--- src/rtl/rtc_arb.sv ---
// rtc_arb: arbitrates the byte-strobe RTC controller port between the CPU and
// an internal engine that snapshots sec/min/hour on each tick.
// Optional feature macro: RTC_ARB_UIP_CHECK_EN (read reg 0x0A first and retry
// while the update-in-progress bit is set; abort with snap_err after RETRY_MAX).
module rtc_arb #(
    parameter int RETRY_MAX = 3
) (
    input  logic        clk,
    input  logic        rst_n,
    // CPU side
    input  logic [6:1]  cpu_addrbus,
    input  logic [15:0] cpu_datain,
    output logic [15:0] cpu_dataout,
    input  logic        cpu_rdh_n,
    input  logic        cpu_rdl_n,
    input  logic        cpu_wrh_n,
    input  logic        cpu_wrl_n,
    output logic        cpu_dtack_n,
    // RTC controller side
    output logic [6:1]  rtc_addrbus,
    output logic [15:0] rtc_datain,
    input  logic [15:0] rtc_dataout,
    output logic        rtc_rdh_n,
    output logic        rtc_rdl_n,
    output logic        rtc_wrh_n,
    output logic        rtc_wrl_n,
    input  logic        rtc_dtack_n,
    // snapshot
    input  logic        tick,
    output logic [7:0]  snap_sec,
    output logic [7:0]  snap_min,
    output logic [7:0]  snap_hour,
    output logic        snap_valid,
    output logic        snap_err,
    output logic [7:0]  miss_cnt
);

    typedef enum logic [2:0] {IDLE, CPU, SN_ACC, SN_REL, SN_DONE} state_t;

`ifdef RTC_ARB_UIP_CHECK_EN
    localparam logic [1:0] LAST_IDX = 2'd3;  // UIP, sec, min, hour
    localparam int         RW       = $clog2(RETRY_MAX + 1);
    logic [RW-1:0] retry_cnt;
    logic          uip_flag;
`else
    localparam logic [1:0] LAST_IDX = 2'd2;  // sec, min, hour
`endif

    state_t     state, state_nx;
    logic       pending;
    logic [1:0] idx;
    logic [7:0] sh_sec, sh_min, sh_hour;
    logic [6:1] eng_addr;
    logic       cpu_act, ds_idle, snap_req;
    logic       seq_start, cap, adv, done, abort, retry_inc;

    assign cpu_act  = ~(cpu_rdh_n & cpu_rdl_n & cpu_wrh_n & cpu_wrl_n);
    assign snap_req = pending | tick;

    // Map the access index to the RTC register word address.
    always_comb begin
        eng_addr = 6'd0;
`ifdef RTC_ARB_UIP_CHECK_EN
        case (idx)
            2'd0:    eng_addr = 6'd5;
            2'd1:    eng_addr = 6'd0;
            2'd2:    eng_addr = 6'd1;
            default: eng_addr = 6'd2;
        endcase
`else
        eng_addr = {4'd0, idx};
`endif
    end

    // Port mux: CPU passes straight through when granted, else engine drives.
    always_comb begin
        rtc_rdh_n   = 1'b1;
        rtc_rdl_n   = 1'b1;
        rtc_wrh_n   = 1'b1;
        rtc_wrl_n   = 1'b1;
        rtc_addrbus = 6'd0;
        rtc_datain  = 16'd0;
        cpu_dtack_n = 1'b1;
        cpu_dataout = 16'd0;
        if (state == CPU) begin
            rtc_rdh_n   = cpu_rdh_n;
            rtc_rdl_n   = cpu_rdl_n;
            rtc_wrh_n   = cpu_wrh_n;
            rtc_wrl_n   = cpu_wrl_n;
            rtc_addrbus = cpu_addrbus;
            rtc_datain  = cpu_datain;
            cpu_dtack_n = rtc_dtack_n;
            cpu_dataout = rtc_dataout;
        end else if (state == SN_ACC) begin
            rtc_rdh_n   = 1'b0;
            rtc_addrbus = eng_addr;
        end
    end

    assign ds_idle = rtc_rdh_n & rtc_rdl_n & rtc_wrh_n & rtc_wrl_n & rtc_dtack_n;

    // State register.
    always_ff @(posedge clk) begin
        if (!rst_n) state <= IDLE;
        else        state <= state_nx;
    end

    // Next state and engine control strobes.
    always_comb begin
        state_nx  = state;
        seq_start = 1'b0;
        cap       = 1'b0;
        adv       = 1'b0;
        done      = 1'b0;
        abort     = 1'b0;
        retry_inc = 1'b0;
        case (state)
            IDLE: if (ds_idle) begin
                if (cpu_act) begin
                    state_nx = CPU;
                end else if (snap_req) begin
                    state_nx  = SN_ACC;
                    seq_start = 1'b1;
                end
            end
            CPU: if (!cpu_act && rtc_dtack_n) state_nx = IDLE;
            SN_ACC: if (!rtc_dtack_n) begin
                cap      = 1'b1;
                state_nx = SN_REL;
            end
            SN_REL: if (rtc_dtack_n) begin
`ifdef RTC_ARB_UIP_CHECK_EN
                if (idx == 2'd0 && uip_flag) begin
                    if (int'(retry_cnt) >= RETRY_MAX - 1) begin
                        abort    = 1'b1;
                        state_nx = IDLE;
                    end else begin
                        retry_inc = 1'b1;
                        state_nx  = SN_ACC;
                    end
                end else
`endif
                if (idx == LAST_IDX) begin
                    state_nx = SN_DONE;
                end else begin
                    adv      = 1'b1;
                    state_nx = SN_ACC;
                end
            end
            SN_DONE: begin
                done     = 1'b1;
                state_nx = IDLE;
            end
            default: state_nx = IDLE;
        endcase
    end

    // Request tracking, shadow capture and snapshot publication.
    always_ff @(posedge clk) begin
        if (!rst_n) begin
            pending    <= 1'b0;
            miss_cnt   <= 8'd0;
            idx        <= 2'd0;
            sh_sec     <= 8'd0;
            sh_min     <= 8'd0;
            sh_hour    <= 8'd0;
            snap_sec   <= 8'd0;
            snap_min   <= 8'd0;
            snap_hour  <= 8'd0;
            snap_valid <= 1'b0;
        end else begin
            if (tick) begin
                if (pending || state == SN_ACC || state == SN_REL) begin
                    if (miss_cnt != 8'hFF) miss_cnt <= miss_cnt + 8'd1;
                end else begin
                    pending <= 1'b1;
                end
            end
            if (done || abort) pending <= 1'b0;

            if (seq_start)  idx <= 2'd0;
            else if (adv)   idx <= idx + 2'd1;

            if (cap) begin
                case (eng_addr)
                    6'd0:    sh_sec  <= rtc_dataout[15:8];
                    6'd1:    sh_min  <= rtc_dataout[15:8];
                    6'd2:    sh_hour <= rtc_dataout[15:8];
                    default: ;
                endcase
            end

            snap_valid <= done;
            if (done) begin
                snap_sec  <= sh_sec;
                snap_min  <= sh_min;
                snap_hour <= sh_hour;
            end
        end
    end

`ifdef RTC_ARB_UIP_CHECK_EN
    // UIP sample, consecutive-retry counter and abort pulse.
    always_ff @(posedge clk) begin
        if (!rst_n) begin
            retry_cnt <= '0;
            uip_flag  <= 1'b0;
            snap_err  <= 1'b0;
        end else begin
            if (seq_start)      retry_cnt <= '0;
            else if (retry_inc) retry_cnt <= retry_cnt + 1'b1;
            if (cap && idx == 2'd0) uip_flag <= rtc_dataout[15];
            snap_err <= abort;
        end
    end
`else
    assign snap_err = 1'b0;
`endif

endmodule

--- config.mk ---
export PLATFORM = sky130hd
export DESIGN_NAME = rtc_arb
export DESIGN_NICKNAME = d
export VERILOG_FILES = /design/src/rtl/rtc_arb.sv
export SDC_FILE = /design/constraint.sdc
export NUM_CORES = 1
export LEC_CHECK = 0
export CELL_PAD_IN_SITES_DETAIL_PLACEMENT = 1
export CELL_PAD_IN_SITES_GLOBAL_PLACEMENT = 2
export CORE_MARGIN = 2
export CORE_UTILIZATION = 21
export DETAILED_ROUTE_END_ITERATION = 10
export PLACE_DENSITY_LB_ADDON = 0.08
export SLEW_MARGIN = 20
export SYNTH_ARGS = -nofsm -noshare
export SYNTH_HDL_FRONTEND = slang
export SYNTH_SLANG_ARGS = --single-unit
--- constraint.sdc ---
create_clock -name clk -period 1.55 [get_ports clk]
set_clock_uncertainty 0.2 [all_clocks]
set_input_delay 0.155 -clock clk [delete_from_list [all_inputs] [get_ports clk]]
set_output_delay 0.155 -clock clk [all_outputs]
set_load 0.005 [all_outputs]
==> impl_metrics.yaml <==
run_status:
  status: "finished, violations left"
  violations: "setup timing"
routing:
  drt_iter0_markers: 59
  wire_per_inst_um: 15.96
  antenna_left: 0
  via_per_inst: 4.392
  route.vias.total: 2947
  drt_pre_antenna_iters: 4
  drcViolationCount: 0
  wl_um: 10710
synthesis:
  syn-num-nets: 351
  synthArstFlopShare: 0
  syn_inst: 301
  synthesis.area_um2: 2683
  ys_warn_count: 0
  seq_area_frac_synth: 0.4701
  ys_seq_elements: 63
  synth.avg_cell_area_um2: 8.912
  yosysUniqueCellTypes: 40
  synth-edff-count: 0
  synth_flop_cell: "dfxtp_1"
hold_path:
  hold_class: "flop to flop"
  hold_depth: 2
timing:
  fmax_ghz: 0.5494
  rsz0062_at_grt: "true"
  tns_ns: -17.85
  report.final.setup_viol: 103
  period_share: 1.174
  finalMaxSlewViolations: 0
  hold_viol_final: 0
  hold_slack_ns: 0.2613
  fin_ws_ns: -0.2702
  period_minus_slack_ns: 1.820
finish:
  final_cell_mix: "54 x dfxtp_1, 49 x clkdlybuf4s50_1, 48 x buf_6, 44 x buf_4, 29 x and2_4"
  drive_gt1_frac: 0.4790
  fin_area_um2: 5593
  final_cells: 671
  area_delta_synth_final_pct: 108.5
  layout_commonest_cell: "dfxtp_1"
  final_nets: 544
  diodes: 0
  fin_util: 0.4450
  nFillCells: 1404
placed_design:
  post_dp_cell_area_um2: 4409
  place_hpwl_um: 6918
  gp_congestion: 0.7609
  port_buffers: 121
  place_ws_ns: -0.3286
  dp.cells: 623
critical_path:
  crit_arrival_ns: 1.47
  reg2reg_depth: 8
  cp_top_family: "buffers and inverters"
  worst_setup_path_end_kind: "output port"
  crit_cells: 8
  startpoint_type: "flop"
  r2r_slack_ns: -0.24
  timing.critical_path.mode_cell: "buf_6"
  crit_required_ns: 1.19
  slowest_stage: "dfxtp_2"
  crit_path_max_incr_delay_ns: 0.32
  path_cells: "inv_2 > nand2_4 > nor2_4 > buf_12 > buf_8 > buf_6 > and2_4 > buf_6"
  path_class: "flop to output port"
  path_buf_inv: 5
  crit_fanout: 4
clock_network:
  cts_made_buffers: 9
  clkTransAtPathRegs_ns: 0.05
  cts_tree: "built"
  hold_buffers: 0
  cts_sinks: 63
  clock_path_buffers: 2
  root_buffer: "clkbuf_16"
  htreeDepth: 3
  insertion_delay_ns: 0.33
power_and_ir_drop:
  powerDensity_nw_per_um2: 734.1
  ir_drop_mv: 0.5141
  power_mw: 4.106
  p_leak_nw: 2.569
die:
  dieArea_um2: 13690
  die_w_um: 117.0
  die_h_um: 117.0
  initial_core_util: 0.2134
  core_area_um2: 12570
  ios: 123
  rows: 41
grt:
  grt_first_pass_wirelength_um: 16270
  grt_pass1_vias: 3041
  groute.usage.overall: 0.1593
  antenna_found_initial: 0
  grt_start_max_net_pins: 26
  overflow: 0
run:
  max-cap-violations: 0
## Yosys cell counts, types with 2 or more instances
| master | instances | area, um2 |
|---|---|---|
| buf_6 | 3 | 33.78 |
| nor2_1 | 15 | 56.30 |
| or3_1 | 7 | 43.79 |
| ha_1 | 4 | 50.05 |
| a22o_1 | 24 | 210.2 |
| mux2i_1 | 3 | 30.03 |
| and4_1 | 2 | 17.52 |
| clkbuf_1 | 11 | 41.29 |
| o41ai_1 | 2 | 17.52 |
| dfxtp_1 | 63 | 1261 |
| and2_1 | 36 | 225.2 |
| buf_2 | 5 | 25.02 |
| nand2_1 | 32 | 120.1 |
| and3_1 | 3 | 18.77 |
| a22oi_1 | 2 | 15.01 |
| nand3_1 | 27 | 135.1 |
| o21ai_0 | 6 | 30.03 |
| inv_1 | 4 | 15.01 |
| nor2b_1 | 3 | 18.77 |
| a21oi_1 | 27 | 135.1 |
| o211ai_1 | 2 | 15.01 |
| nand4_1 | 2 | 12.51 |
## path summary, 6_finish.rpt
kind / from / end
min reg2reg: sh_sec[5]$_SDFFE_PN0P_ / sh_sec[5]$_SDFFE_PN0P_
max reg2reg: state[0]$_SDFFE_PN0P_ / sh_min[0]$_SDFFE_PN0P_
max: state[1]$_SDFFE_PN0P_ / rtc_datain[4]
min: sh_sec[5]$_SDFFE_PN0P_ / sh_sec[5]$_SDFFE_PN0P_
## what timing repair did
| item | in CTS | in global routing |
|---|---|---|
| setup endpoints to repair | 109 | 124 |
| cloned | 9 | 0 |
| setup buffers | 25 | 8 |
| pin swaps | 66 | 26 |
| gates resized for setup | 320 | 70 |
## per-layer routing
metal,GRT usage,vias to the layer above,part of all wire
li1,-,1456,-
met1,0.2003,1417,0.44
met2,0.2701,68,0.52
met3,0.04789,6,0.040
met4,0.03529,0,0.0071
met5,0,-,0
## cells by family (layout without fill, tap and decap cells)
group           Yosys count  after routing  share of synthesized area
flops                    63             63                     0.4701
buf+inv                  25            223                    0.04710
compound gates           71             71                     0.1833
mux                       3              3                    0.01119
xor+xnor                  2              2                   0.006531
simple gates            132            132                     0.2617
fa+ha+maj                 4              4                    0.01866
other cells               1              1                   0.001398
## cell type report
class                      count  area [um2]  area share
tap                          172       215.2     0.03848
multi-input combinational    213        1720      0.3076
clock buffer                  11       242.7     0.04340
timing repair buffer         202        2090      0.3736
clock inverter                 5       33.78    0.006040
inverter                       5       18.77    0.003356
sequential                    63        1272      0.2275
## worst reg2reg max path, delay by kind of cell (launching register included)
family,cells,cell delay (ns)
buffers and inverters,4,0.60
AND/OR/NAND/NOR,3,0.48
flip-flops,1,0.33
AO/OA/AOI/OAI,1,0.05
## report_power, final
part	switching, mW	internal [mW]	total [mW]
Clock	0.725	1.12	1.85
Combinational	0.225	0.396	0.621
Sequential	0.00939	1.63	1.64
## registers in the layout, summed over array words and instances (netlist names)
name	count
sh_sec	8
snap_hour	8
snap_min	8
pending	1
sh_hour	8
sh_min	8
snap_valid	1
idx	2
state	3
miss_cnt	8
snap_sec	8
(Power assumes the default switching activity.)
